### src/rtl/itype_pkg.sv
// Shared encodings, field positions and controller state enum for the I-type
// ADDI execution path.
package itype_pkg;

  localparam logic [6:0] OPC_OP_IMM = 7'b0010011;
  localparam logic [2:0] F3_ADDI    = 3'b000;

  // Field LSB positions inside a 32-bit instruction word.
  localparam int OPC_LSB = 0;
  localparam int OPC_W   = 7;
  localparam int RD_LSB  = 7;
  localparam int F3_LSB  = 12;
  localparam int F3_W    = 3;
  localparam int RS1_LSB = 15;
  localparam int REG_W   = 5;

  typedef enum logic [2:0] {
    ST_IDLE = 3'd0,
    ST_READ = 3'd1,
    ST_EXEC = 3'd2,
    ST_WB   = 3'd3,
    ST_ERR  = 3'd4
  } itype_state_e;

endpackage

### src/rtl/itype_decode.sv
// Field extraction and legality check for ADDI. Only the low 20 bits carry
// the fields this block needs; the immediate is the ALU's concern.
module itype_decode
  import itype_pkg::*;
(
  input  logic [19:0]      instr_lo_i,
  output logic [REG_W-1:0] rs1_o,
  output logic [REG_W-1:0] rd_o,
  output logic             legal_o
);

  logic [OPC_W-1:0] opcode;
  logic [F3_W-1:0]  funct3;

  assign opcode  = instr_lo_i[OPC_LSB +: OPC_W];
  assign funct3  = instr_lo_i[F3_LSB +: F3_W];
  assign rs1_o   = instr_lo_i[RS1_LSB +: REG_W];
  assign rd_o    = instr_lo_i[RD_LSB +: REG_W];
  assign legal_o = (opcode == OPC_OP_IMM) && (funct3 == F3_ADDI);

endmodule

### src/rtl/itype_exec_ctrl.sv
// Multi-cycle sequencer: accept instruction, read rs1, feed the ALU, write rd.
// Handshake: an instruction is taken on a rising edge where instr_valid && instr_ready.
module itype_exec_ctrl
  import itype_pkg::*;
#(
  parameter int XLEN  = 32,
  parameter int NREG  = 32,
  parameter int CNT_W = 32,
  localparam int AW   = $clog2(NREG)
) (
  input  logic             clk,
  input  logic             rst,
  input  logic             instr_valid,
  output logic             instr_ready,
  input  logic [31:0]      instr,
  output logic             rf_ren,
  output logic [AW-1:0]    rf_raddr,
  input  logic [XLEN-1:0]  rf_rdata,
  output logic             rf_we,
  output logic [AW-1:0]    rf_waddr,
  output logic [XLEN-1:0]  rf_wdata,
  output logic [XLEN-1:0]  alu_rs1,
  output logic [31:0]      alu_instr,
  input  logic [XLEN-1:0]  alu_result,
  output logic             done,
  output logic             illegal,
  output logic             busy,
  output logic [CNT_W-1:0] retired,
  output itype_state_e     dbg_state
);

  itype_state_e     state_q, state_d;
  logic [31:0]      alu_instr_q, alu_instr_d;
  logic [XLEN-1:0]  alu_rs1_q, alu_rs1_d;
  logic [CNT_W-1:0] retired_q, retired_d;

  logic [19:0]      dec_src;
  logic [REG_W-1:0] dec_rs1, dec_rd;
  logic             dec_legal;

  // In IDLE decode the incoming word for the legality decision; otherwise
  // decode the latched copy that drives the ALU.
  assign dec_src = (state_q == ST_IDLE) ? instr[19:0] : alu_instr_q[19:0];

  itype_decode u_decode (
    .instr_lo_i (dec_src),
    .rs1_o      (dec_rs1),
    .rd_o       (dec_rd),
    .legal_o    (dec_legal)
  );

  always_ff @(posedge clk) begin
    if (rst) begin
      state_q <= ST_IDLE;
    end else begin
      state_q <= state_d;
    end
  end

  always_comb begin
    state_d = ST_IDLE;
    case (state_q)
      ST_IDLE: begin
        if (instr_valid) state_d = dec_legal ? ST_READ : ST_ERR;
        else             state_d = ST_IDLE;
      end
      ST_READ: state_d = ST_EXEC;
      ST_EXEC: state_d = ST_WB;
      ST_WB:   state_d = ST_IDLE;
      ST_ERR:  state_d = ST_IDLE;
      default: state_d = ST_IDLE;
    endcase
  end

  always_comb begin
    instr_ready = 1'b0;
    busy        = 1'b1;
    rf_ren      = 1'b0;
    rf_raddr    = '0;
    rf_we       = 1'b0;
    rf_waddr    = '0;
    rf_wdata    = '0;
    done        = 1'b0;
    illegal     = 1'b0;
    case (state_q)
      ST_IDLE: begin
        instr_ready = 1'b1;
        busy        = 1'b0;
      end
      ST_READ: begin
        rf_ren   = 1'b1;
        rf_raddr = AW'(dec_rs1);
      end
      ST_WB: begin
        done     = 1'b1;
        rf_waddr = AW'(dec_rd);
        rf_wdata = alu_result;
        rf_we    = (dec_rd != '0);
      end
      ST_ERR: begin
        done    = 1'b1;
        illegal = 1'b1;
      end
      default: ;
    endcase
  end

  always_comb begin
    alu_instr_d = alu_instr_q;
    alu_rs1_d   = alu_rs1_q;
    retired_d   = retired_q;
    if (state_q == ST_IDLE && instr_valid) alu_instr_d = instr;
    // x0 reads as zero whatever the register file returns.
    if (state_q == ST_EXEC) alu_rs1_d = (dec_rs1 == '0) ? '0 : rf_rdata;
    if (state_q == ST_WB)   retired_d = retired_q + CNT_W'(1);
  end

  always_ff @(posedge clk) begin
    if (rst) begin
      alu_instr_q <= '0;
      alu_rs1_q   <= '0;
      retired_q   <= '0;
    end else begin
      alu_instr_q <= alu_instr_d;
      alu_rs1_q   <= alu_rs1_d;
      retired_q   <= retired_d;
    end
  end

  assign alu_instr = alu_instr_q;
  assign alu_rs1   = alu_rs1_q;
  assign retired   = retired_q;
  assign dbg_state = state_q;

endmodule
### config.mk
export PLATFORM = sky130hd
export DESIGN_NAME = itype_exec_ctrl
export DESIGN_NICKNAME = d
export VERILOG_FILES = /design/src/rtl/itype_pkg.sv /design/src/rtl/itype_decode.sv /design/src/rtl/itype_exec_ctrl.sv
export SDC_FILE = /design/constraint.sdc
export NUM_CORES = 1
export LEC_CHECK = 0
export CAP_MARGIN = 10
export CORE_MARGIN = 1.5
export CORE_UTILIZATION = 41
export DETAILED_ROUTE_END_ITERATION = 8
export GPL_TIMING_DRIVEN = 1
export MAX_ROUTING_LAYER = met4
export PLACE_DENSITY = 0.87
export SETUP_SLACK_MARGIN = 0.2
export SLEW_MARGIN = 10
export SYNTH_ARGS = -nofsm -noshare
export SYNTH_HDL_FRONTEND = slang
export SYNTH_SLANG_ARGS = --single-unit
### constraint.sdc
create_clock -name clk -period 5.2 [get_ports clk]
set_clock_uncertainty 0.2 [all_clocks]
set_input_delay 0.52 -clock clk [delete_from_list [all_inputs] [get_ports clk]]
set_output_delay 0.52 -clock clk [all_outputs]
set_load 0.005 [all_outputs]
==> results.json <==
{
  "grt_max_degree": 59,
  "synth_top_area_cell": "dfxtp_1",
  "min_period_over_period_pct": 63.7,
  "powerDensity_mw_per_mm2": 209,
  "drive_above_1_share_pct": 3.42,
  "critical_path_class": "reg2out",
  "worstMarginPinSlew_ps": 1160,
  "areaGrowthSynthToFinish_pct": 64.1,
  "yosys_warnings": 0,
  "place.gp.congestion": 0.883,
  "synth_xor_area_share_pct": 1.89,
  "synth_top_family_by_area": "simple AND/OR/NAND/NOR gates",
  "ctsResizeCount": 0,
  "p_leak_uw": 0.00236,
  "synthDistinctLibCells": 35,
  "antenna_left": 0,
  "worst-r2r-setup-slack_ps": 2330,
  "synthArstFlopShare_pct": 0,
  "placementRows": 36,
  "netlist_instances": 503,
  "drt-total-wl_microns": 14200,
  "min_path_type": "reg2reg",
  "die_w_microns": 104,
  "synth_adder_area_share_pct": 0.299,
  "synthSimpleGateAreaFrac_pct": 30.3,
  "hold_path_depth": 2,
  "cts_buffers": 9,
  "n_antenna_cell": 0,
  "crit_fanout": 42,
  "synthFlopType": "dfxtp_1",
  "clock_latency_ps": 350,
  "grt_pass1_wl_microns": 22700,
  "syn-num-nets": 603,
  "setup_tns_ps": 0,
  "drt_first_iter_violations": 201,
  "dr.pass1.iters": 5,
  "hpwl_microns": 10600,
  "finalHoldViolCount": 0,
  "viasPerCell": 5.33,
  "synth_commonest_cells": "dfxtp_1, nand2_1, a21oi_1, nor2_1, and2_1",
  "ys_seq_area_share_pct": 47.4,
  "drcViolationCount": 0,
  "cts_tree": "done",
  "setup_viol": 0,
  "die_y_microns": 104,
  "cts_setup_buffers": 0,
  "grt_usage_pct": 26.4,
  "peakVddDrop_mv": 0.157,
  "worstPathRequired_ps": 4480,
  "report.final.slew_viol_count": 0,
  "clock_sinks": 99,
  "core_sq_mm": 0.00982,
  "hold_end": "alu_instr[29]$_SDFFE_PP0P_",
  "total_power_uw": 1430,
  "yosysTopAreaCellShare_pct": 47.4,
  "clkTransAtPathRegs_ps": 100,
  "post-route-min-period_ps": 3310,
  "synth_compound_area_share_pct": 16.3,
  "critical_path_arrival_ps": 2590,
  "synthesis.area_sq_mm": 0.00418,
  "slew_headroom_pct": 22.7,
  "cts_htree_levels": 3,
  "routed-via-count": 4609,
  "r2r-end": "retired[31]$_SDFFE_PP0P_",
  "clk_path_buf_depth": 2,
  "end_kind": "output pin",
  "r2r-start": "dbg_state[1]$_SDFF_PP0_",
  "cts_root_buf": "clkbuf_8",
  "start_kind": "register",
  "port_buffers": 245,
  "ctsHoldBuffers": 0,
  "worstHoldStart": "alu_instr[29]$_SDFFE_PP0P_",
  "drt-wirelength-per-cell_microns": 16.5,
  "dp_cells": 849,
  "nets": 827,
  "antenna_found_initial": 0,
  "status": "finished clean",
  "grt_pass1_vias": 4561,
  "cap_violations": 0,
  "die_area_sq_mm": 0.0108,
  "rsz0062_at_grt": "no",
  "fmaxAchievable_ghz": 0.302,
  "initial_utilization_pct": 42.6,
  "synth_edf_count": 0,
  "rr_worst_depth": 4,
  "synthMuxAreaShare_pct": 0,
  "synth_most_common_cell": "dfxtp_1",
  "overflow": 0,
  "final-instance-count-excl-fill": 864,
  "synth-seq-cells": 99,
  "num_io_pins": 246,
  "avgSynthCellArea_sq_um": 8.31,
  "synthTopCellsByArea": "dfxtp_1, nand2_1, a21oi_1, and2_1, a22oi_1"
}
## how the worst max path moves through the flow
stage / from / to / slack [ps] / cells after the start
finish: dbg_state[1]$_SDFF_PP0_ / rf_wdata[30] / 1890 / 3
CTS: dbg_state[0]$_SDFF_PP0_ / rf_wdata[30] / 1860 / 3
global placement: dbg_state[1]$_SDFF_PP0_ / rf_wdata[31] / 2450 / 3
detailed placement: dbg_state[1]$_SDFF_PP0_ / rf_wdata[30] / 2250 / 3
floorplan: retired[4]$_SDFFE_PP0P_ / retired[26]$_SDFFE_PP0P_ / 3030 / 5
global route: dbg_state[0]$_SDFF_PP0_ / rf_wdata[3] / 1690 / 3
## power by group
| group | internal, uW | switching (uW) | total [uW] |
|---|---|---|---|
| clock | 224 | 260 | 483 |
| sequential | 773 | 12.2 | 785 |
| combinational | 104 | 57.4 | 161 |
## cell usage in the layout (no fill, tap or decap), types with 2 or more instances in the layout
cell type	Yosys	final
nand4_1	9	9
xnor2_1	5	5
nor3_1	5	5
or3b_2	2	2
buf_4	0	2
nor2_1	47	47
nor4_1	4	4
or3_1	8	8
nand3_1	9	9
or4_4	2	2
or4_1	15	15
and3_1	2	2
inv_6	0	2
clkbuf_8	0	9
dfxtp_1	99	99
and2_1	43	43
o21ai_0	7	7
xor2_1	4	4
and4_1	5	5
clkdlybuf4s50_1	0	244
nand2_1	81	81
o31ai_1	14	14
inv_1	5	5
a21oi_1	58	57
a22oi_1	32	32
nor3b_1	2	2
## sequential cells by signal, summed over array words and instances (netlist names)
signal     count
alu_rs1       32
retired       32
alu_instr     32
dbg_state      3
## critical path, cell delays in order (launching register included)
cell	delay, ps
dfxtp_1	480
and3b_1	970
and2_1	260
clkdlybuf4s50_1	520
## per-stage QoR
stage               setup WS (ps)  instance area [sq um]  hold WS [ps]  util (%)
detailed placement           2250                   6670           246      67.9
global route                 1690                   6860           275      69.8
floorplan                    3030                   4180           253         -
CTS                          1860                   6860           260      69.8
global placement             2450                   6670           243      67.9
finish                       1890                   6860           259      69.8
## layer usage
layer	share of wire, %	track usage [%]
met1	40	30.7
met2	51	45.7
met3	6.4	5.39
met4	1.7	8.13
met5	0	-
## cell type report
class,instances,area (sq um)
Fill cell,773,2960
Timing Repair Buffer,247,2460
Multi-Input combinational cell,365,2040
Sequential cell,99,1980
Tap cell,133,166
Clock buffer,10,128
Clock inverter,5,61.3
Inverter,5,18.8
## logic make-up (layout without fill, tap and decap cells)
family | Yosys count | count (layout)
AND/OR/NAND/NOR | 243 | 243
AO/OA/AOI/OAI | 112 | 112
flip-flops | 99 | 99
buffers and inverters | 39 | 267
XOR/XNOR | 9 | 9
adder cells (fa/ha/maj) | 1 | 1
Note: power is estimated with default switching activity, not from simulation.
